### src/rtl/pipe_add_pkg.sv
// Shared types and helpers for the segmented pipelined adder/subtractor.
package pipe_add_pkg;

   typedef enum logic {
      OP_ADD = 1'b0,
      OP_SUB = 1'b1
   } op_e;

   // Width-independent part of a stage register; the final stage reuses it for result flags.
   typedef struct packed {
      logic carry;
      logic zero;
      op_e  op;
      logic sat;
      logic ovf;
      logic satd;
   } stage_ctrl_t;

   function automatic int unsigned seg_width(input int unsigned width, input int unsigned stages);
      return width / stages;
   endfunction

endpackage

### src/rtl/add_seg.sv
// Combinational SEG-bit adder slice: one segment of the pipelined carry chain.
module add_seg
   import pipe_add_pkg::*;
#(
   parameter int unsigned SEG = 8
) (
   input  logic [SEG-1:0] a,
   input  logic [SEG-1:0] b,
   input  logic           ci,
   output logic [SEG-1:0] s,
   output logic           co,
   output logic           a_msb,
   output logic           b_msb,
   output logic           zero
);

   logic [SEG:0] t;

   always_comb begin
      t     = {1'b0, a} + {1'b0, b} + {{SEG{1'b0}}, ci};
      s     = t[SEG-1:0];
      co    = t[SEG];
      a_msb = a[SEG-1];
      b_msb = b[SEG-1];
      zero  = (t[SEG-1:0] == '0);
   end

endmodule

### src/rtl/pipe_add.sv
// Pipelined adder/subtractor: one carry-chain segment per stage, global stall, flush, saturation.
module pipe_add
   import pipe_add_pkg::*;
#(
   parameter int unsigned WIDTH  = 32,
   parameter int unsigned STAGES = 4,
   parameter int unsigned TAG_W  = 4
) (
   input  logic             clk,
   input  logic             rst_n,
   input  logic             flush_in,
   input  logic             valid_in,
   output logic             ready_out,
   input  logic [WIDTH-1:0] a_in,
   input  logic [WIDTH-1:0] b_in,
   input  logic             neg_b_in,
   input  logic             sat_in,
   input  logic [TAG_W-1:0] tag_in,
   output logic             valid_out,
   input  logic             ready_in,
   output logic [WIDTH-1:0] sum_out,
   output logic             carry_out,
   output logic             overflow_out,
   output logic             zero_out,
   output logic             neg_out,
   output logic             sat_out,
   output logic [TAG_W-1:0] tag_out
);

   localparam int unsigned SEG  = seg_width(WIDTH, STAGES);
   localparam int unsigned LAST = STAGES - 1;
   localparam logic [WIDTH-1:0] SAT_MAX = {1'b0, {(WIDTH-1){1'b1}}};
   localparam logic [WIDTH-1:0] SAT_MIN = {1'b1, {(WIDTH-1){1'b0}}};

   // acc holds result segments below the current stage and untouched A segments above it
   typedef struct packed {
      logic             valid;
      logic [TAG_W-1:0] tag;
      logic [WIDTH-1:0] acc;
      logic [WIDTH-1:0] b;
      stage_ctrl_t      ctrl;
   } stage_t;

   stage_t         src    [STAGES];
   stage_t         pipe_d [STAGES];
   stage_t         pipe_q [STAGES];
   logic [SEG-1:0] seg_a  [STAGES];
   logic [SEG-1:0] seg_b  [STAGES];
   logic [SEG-1:0] seg_s  [STAGES];
   logic           seg_ci [STAGES];
   logic           seg_co [STAGES];
   logic           seg_am [STAGES];
   logic           seg_bm [STAGES];
   logic           seg_z  [STAGES];
   logic           advance;

   assign advance   = ~(pipe_q[LAST].valid & ~ready_in);
   assign ready_out = advance;

   always_comb begin
      src[0]            = '0;
      src[0].valid      = valid_in;
      src[0].tag        = tag_in;
      src[0].acc        = a_in;
      src[0].b          = b_in;
      src[0].ctrl.carry = neg_b_in;
      src[0].ctrl.zero  = 1'b1;
      src[0].ctrl.op    = neg_b_in ? OP_SUB : OP_ADD;
      src[0].ctrl.sat   = sat_in;
      for (int unsigned k = 1; k < STAGES; k++) begin
         src[k] = pipe_q[k-1];
      end
      for (int unsigned k = 0; k < STAGES; k++) begin
         seg_a[k]  = src[k].acc[k*SEG +: SEG];
         seg_b[k]  = (src[k].ctrl.op == OP_SUB) ? ~src[k].b[k*SEG +: SEG] : src[k].b[k*SEG +: SEG];
         seg_ci[k] = src[k].ctrl.carry;
      end
   end

   for (genvar g = 0; g < STAGES; g++) begin : g_seg
      add_seg #(.SEG(SEG)) u_seg (
         .a     (seg_a[g]),
         .b     (seg_b[g]),
         .ci    (seg_ci[g]),
         .s     (seg_s[g]),
         .co    (seg_co[g]),
         .a_msb (seg_am[g]),
         .b_msb (seg_bm[g]),
         .zero  (seg_z[g])
      );
   end

   always_comb begin
      for (int unsigned k = 0; k < STAGES; k++) begin
         pipe_d[k]                    = src[k];
         pipe_d[k].acc[k*SEG +: SEG]  = seg_s[k];
         pipe_d[k].ctrl.carry         = seg_co[k];
         pipe_d[k].ctrl.zero          = src[k].ctrl.zero & seg_z[k];
      end
      // Final stage resolves flags before the output register so outputs are plain flops.
      pipe_d[LAST].ctrl.ovf  = ~(seg_am[LAST] ^ seg_bm[LAST]) & (seg_am[LAST] ^ seg_s[LAST][SEG-1]);
      pipe_d[LAST].ctrl.satd = src[LAST].ctrl.sat & pipe_d[LAST].ctrl.ovf;
      if (pipe_d[LAST].ctrl.satd) begin
         pipe_d[LAST].acc       = seg_am[LAST] ? SAT_MIN : SAT_MAX;
         pipe_d[LAST].ctrl.zero = 1'b0;
      end
   end

   always_ff @(posedge clk or negedge rst_n) begin
      if (!rst_n) begin
         for (int unsigned k = 0; k < STAGES; k++) begin
            pipe_q[k] <= '0;
         end
      end else if (flush_in) begin
         for (int unsigned k = 0; k < STAGES; k++) begin
            pipe_q[k].valid <= 1'b0;
         end
      end else if (advance) begin
         for (int unsigned k = 0; k < STAGES; k++) begin
            pipe_q[k] <= pipe_d[k];
         end
      end
   end

   assign valid_out    = pipe_q[LAST].valid;
   assign sum_out      = pipe_q[LAST].acc;
   assign carry_out    = pipe_q[LAST].ctrl.carry;
   assign overflow_out = pipe_q[LAST].ctrl.ovf;
   assign zero_out     = pipe_q[LAST].ctrl.zero;
   assign neg_out      = pipe_q[LAST].acc[WIDTH-1];
   assign sat_out      = pipe_q[LAST].ctrl.satd;
   assign tag_out      = pipe_q[LAST].tag;

endmodule

### config.mk
export PLATFORM = sky130hd
export DESIGN_NAME = pipe_add
export DESIGN_NICKNAME = d
export VERILOG_FILES = /design/src/rtl/pipe_add_pkg.sv /design/src/rtl/add_seg.sv /design/src/rtl/pipe_add.sv
export SDC_FILE = /design/constraint.sdc
export NUM_CORES = 1
export LEC_CHECK = 0
export CAP_MARGIN = 20
export CORE_MARGIN = 2
export CORE_UTILIZATION = 60
export CTS_BUF_LIST = sky130_fd_sc_hd__clkbuf_16
export DETAILED_ROUTE_END_ITERATION = 8
export GPL_TIMING_DRIVEN = 0
export PLACE_DENSITY_LB_ADDON = 0.3
export SYNTH_ARGS = -nofsm -noshare
export SYNTH_HDL_FRONTEND = slang
export SYNTH_SLANG_ARGS = --single-unit
### constraint.sdc
create_clock -name clk -period 4.7 [get_ports clk]
set_input_delay 1.175 -clock clk [delete_from_list [all_inputs] [get_ports clk]]
set_output_delay 1.175 -clock clk [all_outputs]
set_load 0.05 [all_outputs]
; ---- Word-level counts from Yosys, hierarchy flattened
; Index checks and enable logic that the tools add are counted.
[op_classes]
reduce_logical = 5
n_shift = 0
mux = 13
n_bitwise = 16
order_cmp = 0
div = 0
n_addsub = 8
n_mul = 0
eq_ne = 1
[op_table]
columns = cell, n
row1 = $mux W300, 1
row2 = $mux W32, 2
row3 = $add A8 B8 Y9, 4
row4 = $add A9 B1 Y9, 4
row5 = $logic_not A8 Y1, 4
row6 = $mux W8, 4
row7 = $not A8 Y8, 4
row8 = $and A1 B1 Y1, 6
row9 = $mux W1, 6
row10 = $not A1 Y1, 4
row11 = $ne A2 B2 Y1 const B, 1
row12 = $reduce_and A2 Y1, 1
row13 = $xor A1 B1 Y1, 2
[totals]
elab_cells = 77
regBits = 294
mem_bits_ro = 0
ram_bits = 0
latch_bits = 0
in_bits = 75
out_inout_bits = 43
memories = 0

; ---- Logic depth before layout (Yosys ltp)
[logic_depth]
word_depth = 10
mapped_depth = 11
mapped_depth_nobuf = 9

; ---- Modules after synthesis
; Synthesis repeated with hierarchy kept, for this count alone.
[unflattened]
cells_unflattened = 778
hier_area_um2 = 10247.3
[by_module_without_submodules]
columns = module, n_inst, area_per_inst_um2, seq_area_each_um2, cells_per_inst
row1 = pipe_add, 1, 8712.1, 5305.1, 582
row2 = add_seg (g_seg[1].u_seg ...), 2, 385.4, 0.0, 49
row3 = add_seg (g_seg[2].u_seg), 1, 386.6, 0.0, 49
row4 = add_seg (g_seg[0].u_seg), 1, 377.9, 0.0, 49

; ---- Worst setup path before layout
; Ideal clock, no wire load.
[synth_path]
path_type = input to register
from = input port neg_b_in
to = register pipe_q[229] (netlist name)
arrival_ps = 2963
setup_ps = 104
required_time_ps = 4596
path_slack_ps = 1633
n_path_buf = 1
path_stages = 10
cell_sequence = buf_6 > xor2_1 > inv_1 > fa_1 > nand2b_1 > a211oi_1 > o21a_1 > nor2_1 > xnor2_1 > o41ai_2
[synth_between]
elab_chain_cells = 5
[synth_lines]
columns = element, line_no
row1 = start: declaration, pipe_add.sv:16  ; input logic neg_b_in,
row2 = $mux W1, pipe_add.sv:68  ; src[0].ctrl.op = neg_b_in ? OP_SUB : OP_ADD;
row3 = $mux W8, pipe_add.sv:75  ; seg_b[k] = (src[k].ctrl.op == OP_SUB) ? ~src[k].b[k*SEG +: SEG] : src[k].b[k*SEG +: SEG];
row4 = $add A8 B8 Y9, add_seg.sv:20  ; t = {1'b0, a} + {1'b0, b} + {{SEG{1'b0}}, ci};
row5 = $add A9 B1 Y9 *, add_seg.sv:20
row6 = $logic_not A8 Y1 *, add_seg.sv:25  ; zero = (t[SEG-1:0] == '0);
row7 = end signal: indexed assignment, pipe_add.sv:120  ; pipe_q[k] <= pipe_d[k];
row8 = end: declaration, pipe_add.sv:46  ; stage_t pipe_q [STAGES];
; Every way passes the cells marked *; elsewhere a longest branch is shown, timed or not.
; A chain may end at the register's enable or synchronous reset.

; ---- Worst setup path after layout
[layout_path]
from = input port ready_in
to = output port ready_out
[layout_between]
elab_chain_cells = 3
[layout_lines]
columns = element, line_no
row1 = start: declaration, pipe_add.sv:20  ; input logic ready_in,
row2 = $not A1 Y1, pipe_add.sv:57  ; assign advance = ~(pipe_q[LAST].valid & ~ready_in);
row3 = $and A1 B1 Y1, pipe_add.sv:57
row4 = $not A1 Y1 (no source line), --
row5 = end: declaration, pipe_add.sv:13  ; output logic ready_out,
; Every way passes these cells.

==> impl_metrics.py <==
metrics = {
    "status": {
        "status": "complete, no violations",
    },
    "routing": {
        "drtIter0Drc": 509,
        "wl_um": 22140,
        "drcViolationCount": 0,
        "drtPass1Iterations": 5,
        "vias": 7665,
        "wl_per_cell_um": 15.55,
        "postRouteAntennaNets": 0,
        "post_drt_via_cell_ratio": 5.383,
    },
    "worst_hold_path": {
        "hold_end": "pipe_d[145]",
        "hp-start": "pipe_d[220]",
        "hold_class": "flip-flop to flip-flop",
        "hold_path_depth": 2,
    },
    "layout": {
        "area_growth_pct": 21.80,
        "nFillCells": 1149,
        "post-route-util_pct": 75.29,
        "fin_area_mm2": 0.01205,
        "regArea_mm2": 0.005305,
        "layout-drive-gt1-share_pct": 8.692,
        "multiInputGateArea_mm2": 0.003990,
        "layout.nets": 1303,
        "diodes": 0,
    },
    "logic_synthesis": {
        "syn-num-nets": 1162,
        "synth_common_cells": "nand2_1 (448), dfrtp_1 (212), o21ai_0 (38)",
        "synth-edff-count": 0,
        "synthCells": 1052,
        "synth_top_area_share_pct": 53.64,
        "synth_flop_cell": "dfrtp_1",
        "yosys-top-cells-area": "dfrtp_1 (54%), nand2_1 (17%), ha_1 (3.5%)",
        "syn_area_mm2": 0.009891,
        "synth.avg_cell_area_um2": 9.402,
        "synth-seq-cells": 212,
        "yosysWarningCount": 0,
        "synth_cell_types": 52,
        "synth_most_common_cell": "nand2_1",
        "yosysTopAreaCell": "dfrtp_1",
        "ys_seq_area_share_pct": 53.64,
        "synth-async-reset-ratio_pct": 100.0,
    },
    "critical_path": {
        "crit_family": "buffers and inverters",
        "reg2reg_depth": 10,
        "rr_endpoint": "pipe_q[154]",
        "cp.required_ns": 3.52,
        "worstPathCellList": "clkdlybuf4s50_1 -> nor2b_1 -> buf_6 -> inv_1 -> clkdlybuf4s50_1",
        "cp_num_cells": 5,
        "critPathSlowestCell": "clkdlybuf4s50_1",
        "cp_data_arrival_time_ns": 2.66,
        "worstPathBufferInverterCount": 4,
        "end_kind": "output pin",
        "max_stage_delay_ns": 0.79,
        "startpoint_type": "input port",
        "worstSetupPathType": "input port to output pin",
        "reg2reg_slack_ns": 1.47,
        "crit_top_cell": "clkdlybuf4s50_1",
        "crit_fanout": 7,
        "worst_r2r_startpoint": "pipe_d[153]",
    },
    "placed_design": {
        "io_buffers": 116,
        "globalplace.congestion": 0.8762,
        "place_area_mm2": 0.01135,
        "hpwl_um": 15750,
    },
    "timing": {
        "fmaxAchievable_mhz": 261.1,
        "hold_viol": 0,
        "setup_violations": 0,
        "finalCriticalPeriod_ns": 3.830,
        "tightest_slew_ns": 0.7390,
        "final_max_slew_viol_count": 0,
        "fin_crit_sh_pct": 81.49,
        "max-slew-margin-rel_pct": 50.73,
        "clock_skew_ns": 0.01286,
        "rsz0062_at_grt": "no",
    },
    "clock_tree": {
        "cts_root_buf": "clkbuf_16",
        "cts_tree": "built",
        "htree_levels": 1,
        "clock_latency_ns": 0.50,
        "postCtsResizedCells": 0,
        "cts.path.max_buffers": 3,
        "cts.sinks": 212,
        "clk_pin_slew_ns": 0.06,
        "cts_buffers": 22,
        "ctsHoldBuffers": 0,
        "post_cts_buffers": 0,
    },
    "die": {
        "num_rows": 46,
        "fp.dieW_um": 132.4,
        "die-area_mm2": 0.01753,
        "coreArea_mm2": 0.01600,
        "num_io_pins": 118,
        "die_y_um": 132.4,
        "start_util_pct": 61.82,
    },
    "global_routing": {
        "grt_pass1_vias": 7725,
        "grt_max_degree": 113,
        "grt_pass1_wl_um": 37330,
        "antenna_found_initial": 0,
        "grt_overflow": 0,
        "track_usage_pct": 26.16,
    },
    "pwr": {
        "power_leakage_uw": 0.006035,
        "design_power_total_uw": 6130,
        "peakVddDrop_mv": 0.3322,
        "power_density_mw_per_mm2": 508.8,
    },
    "flow_run": {
        "cap_violations": 0,
    },
}
## flip-flops by register name (all words and copies together) (netlist names)
register and cells:
carry_out 1, overflow_out 1, pipe_d 117, pipe_q 54
sat_out 1, sum_out 32, tag_out 4, valid_out 1
zero_out 1
## power breakdown
group | internal, uW | switching [uW] | total, uW
clock | 987 | 682 | 1670
sequential | 2190 | 245 | 2440
combinational | 851 | 1170 | 2020
total | 4030 | 2100 | 6130
## worst max-delay path by stage
stage,start,end,slack [ns]
detailed placement,ready_in,ready_out,0.85
finish,ready_in,ready_out,0.87
global placement,rst_n,pipe_d[176],-6.08
global route,ready_in,ready_out,0.83
CTS,ready_in,ready_out,0.85
floorplan,neg_b_in,pipe_q[229],1.63
## cell type report
type | instances | area share [%]
repair buffers | 117 | 9.909
multi-input cells | 732 | 33.12
clock inverters | 16 | 0.9659
plain buffers | 89 | 4.352
inverters | 19 | 0.5920
flip-flops and latches | 212 | 44.04
well taps | 216 | 2.243
clock buffers | 23 | 4.778
## per-stage QoR
step | hold slack, ns | setup WS (ns) | std cells | setup TNS, ns
2_1_floorplan | 0.4348 | 1.633 | 1052 | 0
3_3_place_gp | 0.4456 | -6.076 | 1384 | -1283.71
3_5_place_dp | 0.4533 | 0.8516 | 1385 | 0
4_1_cts | 0.4688 | 0.8528 | 1424 | 0
5_1_grt | 0.4879 | 0.8294 | 1424 | 0
6_report | 0.4638 | 0.8698 | 1424 | 0
## layout by cell type, fill, tap and decap left out, types with 4 or more instances in the layout
| cell | instances |
|---|---|
| a21oi_1 | 15 |
| clkbuf_1 | 28 |
| clkdlybuf4s50_1 | 115 |
| buf_4 | 36 |
| nand2b_1 | 7 |
| inv_1 | 23 |
| dfrtp_1 | 212 |
| a221o_1 | 29 |
| buf_2 | 14 |
| xor2_1 | 33 |
| fa_1 | 7 |
| o31ai_1 | 5 |
| a211oi_1 | 5 |
| nand2_1 | 448 |
| xnor2_1 | 13 |
| buf_6 | 5 |
| nor3_1 | 5 |
| nand4_1 | 4 |
| clkinv_1 | 7 |
| mux2_2 | 7 |
| o21ai_0 | 38 |
| o21a_1 | 8 |
| ha_1 | 28 |
| buf_1 | 6 |
| nor2_1 | 32 |
| a21o_1 | 4 |
| clkbuf_16 | 23 |
| nor2b_1 | 5 |
## routing by layer
metal  GRT usage (%)  vias up  share of wire (%)
li1                -     3672                  -
met1           35.06     3687                 43
met2           43.78      244                 48
met3           3.268       62                4.2
met4           10.45        0                4.0
met5               0        -                  0
## kinds of logic (layout without fill, tap and decap cells)
family                     Yosys count  count (layout)  synth area share [%]
muxes                               11              11                 1.252
AOI/OAI and AO/OA                  127             127                 9.678
DFF                                212             212                 53.64
and+or+nand+nor                    512             512                 20.22
adders and majority gates           35              35                 4.959
xor gates and xnor gates            47              47                 4.238
buffers and inverters              108             264                 6.021
## worst register-to-register path, stage by stage (launching register included)
cell      delay, ns
dfrtp_1        0.33
clkbuf_1       0.46
xnor2_1        0.25
fa_1           0.51
fa_1           0.44
nor2b_1        0.19
o31a_1         0.17
o21a_1         0.14
o21a_1         0.18
o21ai_0        0.13
o31ai_1        0.31
Note: power is estimated with default switching activity, not from simulation.
